**config.mk**
```make
export PLATFORM = sky130hd
export DESIGN_NAME = fpu_issue_ctrl_flat
export DESIGN_NICKNAME = d
export VERILOG_FILES = /design/src/rtl/fpu_pkg.sv /design/src/rtl/fpu_issue_ctrl_if.sv /design/src/rtl/fpu_issue_ctrl.sv /design/src/flat_wrapper.sv
export SDC_FILE = /design/constraint.sdc
export NUM_CORES = 1
export LEC_CHECK = 0
export ABC_CLOCK_PERIOD_IN_PS = 1800
export CAP_MARGIN = 20
export CORE_MARGIN = 2
export CORE_UTILIZATION = 32
export DETAILED_ROUTE_END_ITERATION = 10
export PLACE_DENSITY = 0.78
export SYNTH_ARGS = -nofsm -noshare
export SYNTH_HDL_FRONTEND = slang
export SYNTH_SLANG_ARGS = --single-unit
```
**constraint.sdc**
```tcl
create_clock -name clk -period 1.8 [get_ports clk]
set_input_delay 0.27 -clock clk [delete_from_list [all_inputs] [get_ports clk]]
set_output_delay 0.27 -clock clk [all_outputs]
set_load 0.02 [all_outputs]
```
**src/rtl/fpu_pkg.sv**
```systemverilog
// fpu_pkg: opcode encodings and per-op scheduling helpers shared by the FPU issue logic
package fpu_pkg;
    localparam logic [3:0] OP_FADD  = 4'b0000;
    localparam logic [3:0] OP_FSUB  = 4'b0001;
    localparam logic [3:0] OP_FMUL  = 4'b0010;
    localparam logic [3:0] OP_FDIV  = 4'b0011;
    localparam logic [3:0] OP_FSQRT = 4'b0100;
    localparam logic [3:0] OP_FLOOR = 4'b0101;
    localparam logic [3:0] OP_FTOI  = 4'b0110;
    localparam logic [3:0] OP_ITOF  = 4'b0111;
    localparam logic [3:0] OP_FEQ   = 4'b1000;
    localparam logic [3:0] OP_FLESS = 4'b1001;
    localparam logic [3:0] FPU_IDLE = 4'b1111;

    function automatic logic is_legal(input logic [3:0] op);
        return op <= OP_FLESS;
    endfunction

    function automatic logic is_int_result(input logic [3:0] op);
        return op == OP_FTOI || op == OP_FEQ || op == OP_FLESS;
    endfunction

    // cycles from accept to wb_valid; illegal ops retire as fast as compares
    function automatic logic [2:0] wb_latency(input logic [3:0] op);
        return (!is_legal(op) || op == OP_FEQ || op == OP_FLESS) ? 3'd1 :
               op == OP_FSQRT ? 3'd3 : op == OP_FDIV ? 3'd4 : 3'd2;
    endfunction
endpackage

```
**src/rtl/fpu_issue_ctrl_if.sv**
```systemverilog
// fpu_issue_ctrl_if: decode request, FPU drive/result and writeback signals of the issue controller
interface fpu_issue_ctrl_if #(parameter int TAG_W = 6);
    logic             req_valid;
    logic             req_ready;
    logic [3:0]       req_op;
    logic [31:0]      req_a;
    logic [31:0]      req_b;
    logic [TAG_W-1:0] req_tag;
    logic [3:0]       fpu_op;
    logic [31:0]      fpu_input_a;
    logic [31:0]      fpu_input_b;
    logic [31:0]      fpu_result;
    logic [31:0]      fpu_int_result;
    logic             wb_valid;
    logic [TAG_W-1:0] wb_tag;
    logic [31:0]      wb_data;
    logic             wb_is_int;
    logic             wb_illegal;
    logic             busy;

    modport master (
        output req_valid, req_op, req_a, req_b, req_tag, fpu_result, fpu_int_result,
        input  req_ready, fpu_op, fpu_input_a, fpu_input_b, wb_valid, wb_tag, wb_data,
               wb_is_int, wb_illegal, busy
    );

    modport slave (
        input  req_valid, req_op, req_a, req_b, req_tag, fpu_result, fpu_int_result,
        output req_ready, fpu_op, fpu_input_a, fpu_input_b, wb_valid, wb_tag, wb_data,
               wb_is_int, wb_illegal, busy
    );
endinterface

```
**src/rtl/fpu_issue_ctrl.sv**
```systemverilog
// fpu_issue_ctrl: issues decode requests to the multicycle FPU and schedules writebacks
// so no two ops ever complete in the same cycle
module fpu_issue_ctrl
    import fpu_pkg::*;
#(
    parameter int TAG_W = 6
) (
    input logic             clk,
    input logic             rst,
    fpu_issue_ctrl_if.slave io
);
    typedef struct packed {
        logic             occ;
        logic [TAG_W-1:0] tag;
        logic             is_int;
        logic             illegal;
    } slot_t;

    slot_t [4:1]      slot;
    slot_t [4:1]      slot_nxt;
    slot_t            new_slot;
    logic [7:0]       occ_v;
    logic [2:0]       lat;
    logic             legal;
    logic             accept;
    logic             issue;
    logic             now;
    logic             cap;
    logic [TAG_W-1:0] cap_tag;
    logic [31:0]      cap_data;
    logic             cap_int;
    logic             cap_ill;

    always_comb begin
        lat            = wb_latency(io.req_op);
        legal          = is_legal(io.req_op);
        occ_v          = {3'b000, slot[4].occ, slot[3].occ, slot[2].occ, slot[1].occ, 1'b0};
        io.req_ready   = ~occ_v[lat] & ~rst;
        accept         = io.req_valid & io.req_ready;
        issue          = accept & legal;
        io.fpu_op      = issue ? io.req_op : FPU_IDLE;
        io.fpu_input_a = issue ? io.req_a : '0;
        io.fpu_input_b = issue ? io.req_b : '0;
        new_slot       = {1'b1, io.req_tag, is_int_result(io.req_op), ~legal};
        slot_nxt[4]    = '0;
        for (int k = 1; k <= 3; k++)
            slot_nxt[k] = (accept && lat == 3'(k + 1)) ? new_slot : slot[k + 1];
        // a single-cycle op cannot coexist with occ[1]: its ready was gated by that slot
        now      = accept && lat == 3'd1;
        cap      = now | slot[1].occ;
        cap_tag  = now ? io.req_tag : slot[1].tag;
        cap_int  = now ? legal : slot[1].is_int;
        cap_ill  = now ? ~legal : slot[1].illegal;
        cap_data = now ? (legal ? io.fpu_int_result : '0) :
                   slot[1].is_int ? io.fpu_int_result : io.fpu_result;
        io.busy  = |occ_v | io.wb_valid;
    end

    always_ff @(posedge clk) begin
        if (rst) begin
            slot          <= '0;
            io.wb_valid   <= 1'b0;
            io.wb_tag     <= '0;
            io.wb_data    <= '0;
            io.wb_is_int  <= 1'b0;
            io.wb_illegal <= 1'b0;
        end else begin
            slot        <= slot_nxt;
            io.wb_valid <= cap;
            if (cap) begin
                io.wb_tag     <= cap_tag;
                io.wb_data    <= cap_data;
                io.wb_is_int  <= cap_int;
                io.wb_illegal <= cap_ill;
            end
        end
    end
endmodule

```
**src/flat_wrapper.sv**
```systemverilog
// flat-port wrapper written by rule: the top's interface ports become plain ports
module fpu_issue_ctrl_flat import fpu_pkg::*;
#(
    parameter int TAG_W = 6
)
  (clk, rst, io_req_valid, io_req_op, io_req_a, io_req_b, io_req_tag, io_fpu_result, io_fpu_int_result, io_req_ready, io_fpu_op, io_fpu_input_a, io_fpu_input_b, io_wb_valid, io_wb_tag, io_wb_data, io_wb_is_int, io_wb_illegal, io_busy);
  fpu_issue_ctrl_if #(.TAG_W(TAG_W)) io_i ();
  input logic clk;
  input logic rst;
  input wire logic [$bits(io_i.req_valid)-1:0] io_req_valid;
  input wire logic [$bits(io_i.req_op)-1:0] io_req_op;
  input wire logic [$bits(io_i.req_a)-1:0] io_req_a;
  input wire logic [$bits(io_i.req_b)-1:0] io_req_b;
  input wire logic [$bits(io_i.req_tag)-1:0] io_req_tag;
  input wire logic [$bits(io_i.fpu_result)-1:0] io_fpu_result;
  input wire logic [$bits(io_i.fpu_int_result)-1:0] io_fpu_int_result;
  output wire logic [$bits(io_i.req_ready)-1:0] io_req_ready;
  output wire logic [$bits(io_i.fpu_op)-1:0] io_fpu_op;
  output wire logic [$bits(io_i.fpu_input_a)-1:0] io_fpu_input_a;
  output wire logic [$bits(io_i.fpu_input_b)-1:0] io_fpu_input_b;
  output wire logic [$bits(io_i.wb_valid)-1:0] io_wb_valid;
  output wire logic [$bits(io_i.wb_tag)-1:0] io_wb_tag;
  output wire logic [$bits(io_i.wb_data)-1:0] io_wb_data;
  output wire logic [$bits(io_i.wb_is_int)-1:0] io_wb_is_int;
  output wire logic [$bits(io_i.wb_illegal)-1:0] io_wb_illegal;
  output wire logic [$bits(io_i.busy)-1:0] io_busy;
  assign io_i.req_valid = io_req_valid;
  assign io_i.req_op = io_req_op;
  assign io_i.req_a = io_req_a;
  assign io_i.req_b = io_req_b;
  assign io_i.req_tag = io_req_tag;
  assign io_i.fpu_result = io_fpu_result;
  assign io_i.fpu_int_result = io_fpu_int_result;
  assign io_req_ready = io_i.req_ready;
  assign io_fpu_op = io_i.fpu_op;
  assign io_fpu_input_a = io_i.fpu_input_a;
  assign io_fpu_input_b = io_i.fpu_input_b;
  assign io_wb_valid = io_i.wb_valid;
  assign io_wb_tag = io_i.wb_tag;
  assign io_wb_data = io_i.wb_data;
  assign io_wb_is_int = io_i.wb_is_int;
  assign io_wb_illegal = io_i.wb_illegal;
  assign io_busy = io_i.busy;
  fpu_issue_ctrl #(.TAG_W(TAG_W)) u_core (.clk(clk), .rst(rst), .io(io_i));
endmodule
```
==> results_tabular.tex <==
\begin{tabular}{lr}
\hline
Metric & Value \\
\hline
\multicolumn{2}{l}{\textbf{Global route}} \\
\quad Met3 Track Usage GR & under 10\% \\
\quad GRT Util Overall & a little under a quarter \\
\quad Global-route layer with the greatest usage & met2 \\
\quad Met1 track demand over resource & 22.72\% \\
\quad Routing usage on met2 & 41.29\% \\
\quad Antenna violations before repair & 2 \\
\quad Largest net degree at the start of global routing & 50 \\
\quad Aggregate global routing overflow & 0 \\
\quad First-pass GRT wire length & 20.71 mm \\
\quad Number of global-route vias before repair & just over 4000 \\
\multicolumn{2}{l}{\textbf{Timing}} \\
\quad Number of hold violations in the final report & 0 \\
\quad Min Clock Period, post-route & between 2 and 2.5 ns \\
\quad Skew final & slightly above 0.008 ns \\
\quad Finish-stage setup viols & 78 \\
\quad Sum Neg Setup Slack & -36.25 ns \\
\quad Slew Viols, Final & 0 \\
\quad Max frequency & 420.0 MHz \\
\quad RSZ-0062 raised after global routing & yes \\
\quad Fraction of the cycle the final worst path needs & 132.3\% \\
\quad Worst-case setup margin in the final layout & -0.5812 ns \\
\multicolumn{2}{l}{\textbf{Floorplan}} \\
\quad Horizontal die dimension & 108.7 µm \\
\quad Core region area & 10750 µm² \\
\quad Die Footprint & between 10000 and 15000 µm² \\
\quad Vertical die dimension & approximately 110 µm \\
\quad Ports & 252 \\
\quad Number of cell rows & 38 \\
\quad Initial core utilization & 32.65\% \\
\multicolumn{2}{l}{\textbf{Synth}} \\
\quad Part of the Yosys area used for sequential elements & 38.80\% \\
\quad Post-synthesis register bit count & 68 \\
\quad Number of unique standard cell types used by synthesis & 37 \\
\quad Post-synth top area share & 38.80\% \\
\quad Mapped cell area & 3508 µm² \\
\quad Warnings from Yosys & 0 \\
\quad Most area-hungry cell type in the Yosys netlist & sky130\_fd\_sc\_hd\_\_dfxtp\_1 \\
\quad Mean area per synthesized cell & about 8.8 µm² \\
\quad Synthesized instance count & about 400 \\
\quad Post-synth top flop & sky130\_fd\_sc\_hd\_\_dfxtp\_1 \\
\quad Async SR Flop Fraction & 0\% \\
\quad Largest cells by area after synthesis & sky130\_fd\_sc\_hd\_\_dfxtp\_1 39\%, sky130\_fd\_sc\_hd\_\_and2\_1 12\%, sky130\_fd\_sc\_hd\_\_mux2\_2 10\%, sky130\_fd\_sc\_hd\_\_a21oi\_1 6.1\%, sky130\_fd\_sc\_hd\_\_o22ai\_1 5.7\% \\
\quad EDFF count, synth & 0 \\
\multicolumn{2}{l}{\textbf{Clock tree}} \\
\quad Number of clock sinks seen by CTS & 68 \\
\quad Total clock buffers created by CTS & 9 \\
\quad Hold-fix buffers at CTS & 0 \\
\quad CTS tree & yes \\
\quad Later-pin clock latency in the skew report & around 0.35 ns \\
\quad Worst-path clk slew & 0.08 ns \\
\quad Clock root buffer master & sky130\_fd\_sc\_hd\_\_clkbuf\_8 \\
\quad Total number of H-tree levels & 3 \\
\quad Clock Path Buffers & 2 \\
\multicolumn{2}{l}{\textbf{Drt}} \\
\quad 1st-pass router iterations & 4 \\
\quad Routed wire length & 15.27 mm \\
\quad Antenna Nets Post-Route & 0 \\
\quad First DRT Iteration DRCs & 151 \\
\quad \# DRC & 0 \\
\quad Detailed-route wire length per cell & roughly 19 µm \\
\quad Ratio of routed vias to standard cells & 5.076 \\
\quad Via count & around 4200 \\
\multicolumn{2}{l}{\textbf{Run status}} \\
\quad Status & finished with violations \\
\quad Violations in the final reports & setup timing \\
\multicolumn{2}{l}{\textbf{Min path}} \\
\quad Hold Startpoint & rst \\
\quad Type of the worst min-delay path & primary input to flop \\
\multicolumn{2}{l}{\textbf{Final layout}} \\
\quad Commonest cells after routing, fill and taps aside & 177 x sky130\_fd\_sc\_hd\_\_clkdlybuf4s50\_1, 80 x sky130\_fd\_sc\_hd\_\_buf\_6, 66 x sky130\_fd\_sc\_hd\_\_dfxtp\_1 \\
\quad Most common cell after layout, fill and taps aside & sky130\_fd\_sc\_hd\_\_clkdlybuf4s50\_1 \\
\quad Area Overhead vs Synth & 106.1\% \\
\quad Final core utilization & around two thirds \\
\quad Post-route standard cell area excluding fillers & 7229 µm² \\
\quad Final net count & 819 \\
\quad Ratio of cells with drive above 1 in the final layout & 37.92\% \\
\multicolumn{2}{l}{\textbf{Pwr}} \\
\quad Cell Pwr Density & around 630 nW/µm² \\
\quad Total power of the final layout & 4.555 mW \\
\quad Leakage dissipation & 2.986 nW \\
\quad Worst VDD drop & 0.4642 mV \\
\multicolumn{2}{l}{\textbf{Worst setup path}} \\
\quad CP required & 1.53 ns \\
\quad Launch point of the critical path & u\_core.occ\_v[3]\$\_SDFF\_PP0\_ \\
\quad Path type of the worst setup path & flop to output pin \\
\quad Kind of end point of the critical path & output pin \\
\quad Critical R2R Launch & u\_core.occ\_v[2]\$\_SDFF\_PP0\_ \\
\quad Startpoint types & flop \\
\quad Highest net fanout along the worst path & 6 \\
\quad Arr. time, crit path & roughly 2.1 ns \\
\multicolumn{2}{l}{\textbf{Flow run}} \\
\quad Max capacitance violation total & 0 \\
\multicolumn{2}{l}{\textbf{Placed design}} \\
\quad Worst setup slack after placement & -1.012 ns \\
\quad Number of I/O port buffers & 251 \\
\quad Detailed Place HPWL & between 10 and 15 mm \\
\quad Placer Congestion & about 0.8 \\
\quad Area after DPL & around 6500 µm² \\
\hline
\end{tabular}
==> power by group <==
part,total (mW),switching (mW),internal [mW]
combinational,1.36,0.560,0.801
clock,1.56,0.633,0.929
sequential,1.63,0.0429,1.59
==> flip-flops by register name, summed over array words and instances, names as in the netlist <==
register	flops
u_core.io.wb_data	32
u_core.io.wb_illegal	1
u_core.io.wb_tag	6
u_core.io.wb_valid	1
u_core.slot	24
u_core.occ_v	3
u_core.io.wb_is_int	1
==> timing repair <==
item                                    in CTS  in global routing
setup buffers                               11                 11
endpoints found under the setup margin      70                 85
pin swaps                                    7                 17
gates cloned                                 2                  4
gates resized for setup                    367                101
==> kinds of logic (layout without fill, tap and decap cells) <==
logic type | count (synthesis) | count (layout) | synth area share, %
multiplexers | 46 | 46 | 14.27
AND/OR/NAND/NOR | 145 | 145 | 23.93
flip-flops | 68 | 68 | 38.80
other | 1 | 4 | 0.1069
buffers and inverters | 42 | 325 | 5.670
AO/OA/AOI/OAI | 97 | 97 | 17.23
==> worst max-delay path, stage by stage, from the launching register on <==
cell and delay (ns):
sky130_fd_sc_hd__dfxtp_2 0.33, sky130_fd_sc_hd__or4b_4 0.50, sky130_fd_sc_hd__o211ai_4 0.10, sky130_fd_sc_hd__o211a_4 0.27, sky130_fd_sc_hd__buf_6 0.13, sky130_fd_sc_hd__buf_16 0.11, sky130_fd_sc_hd__buf_6 0.09, sky130_fd_sc_hd__and2_4 0.12
sky130_fd_sc_hd__buf_6 0.11
==> final cells by class <==
| cell class | instances | area, µm² |
|---|---|---|
| clock buffer | 9 | 123.9 |
| clock inverter | 7 | 123.9 |
| tap | 140 | 175.2 |
| multi-input combinational | 290 | 2177 |
| inverter | 3 | 11.26 |
| antenna | 2 | 5.005 |
| sequential | 68 | 1364 |
| timing repair buffer | 306 | 3249 |
| fill | 802 | 3516 |
==> synth_stat cells, types with 2 or more instances <==
cell / n
sky130_fd_sc_hd__dfxtp_1: 68
sky130_fd_sc_hd__and3b_1: 2
sky130_fd_sc_hd__nor2b_1: 2
sky130_fd_sc_hd__a21oi_1: 43
sky130_fd_sc_hd__inv_1: 2
sky130_fd_sc_hd__and2_1: 70
sky130_fd_sc_hd__o22ai_1: 32
sky130_fd_sc_hd__nor3_1: 33
sky130_fd_sc_hd__buf_6: 4
sky130_fd_sc_hd__a31o_2: 6
sky130_fd_sc_hd__buf_1: 4
sky130_fd_sc_hd__mux2_2: 32
sky130_fd_sc_hd__mux2i_1: 14
sky130_fd_sc_hd__nand2_1: 4
sky130_fd_sc_hd__nand2b_1: 10
sky130_fd_sc_hd__clkbuf_1: 22
sky130_fd_sc_hd__a211oi_1: 9
sky130_fd_sc_hd__buf_2: 6
sky130_fd_sc_hd__clkbuf_2: 3
sky130_fd_sc_hd__nor3b_1: 2
sky130_fd_sc_hd__nor2_1: 15
==> routing by layer <==
layer  vias to the layer above  wire [µm]
met4                         0        850
met2                       190       7935
li1                       1977          -
met3                        45       1131
met5                         -          0
met1                      1976       5357
==> worst paths after layout <==
check        slack (ns)                    endpoint  cells past startpoint
min reg2reg        0.44   u_core.slot[0]$_SDFF_PP0_                      2
max reg2reg       -0.40   u_core.slot[3]$_SDFF_PP0_                     14
max               -0.58          io_fpu_input_b[29]                      8
min                0.38  u_core.occ_v[2]$_SDFF_PP0_                      3
==> through the flow <==
| stage | instances | hold WS [ns] |
|---|---|---|
| 2_1_floorplan | 400 | 0.3917 |
| 3_3_place_gp | 783 | 0.4222 |
| 3_5_place_dp | 783 | 0.4264 |
| 4_1_cts | 812 | 0.3706 |
| 5_1_grt | 825 | 0.3899 |
| 6_report | 825 | 0.3810 |
(Power assumes the default switching activity.)
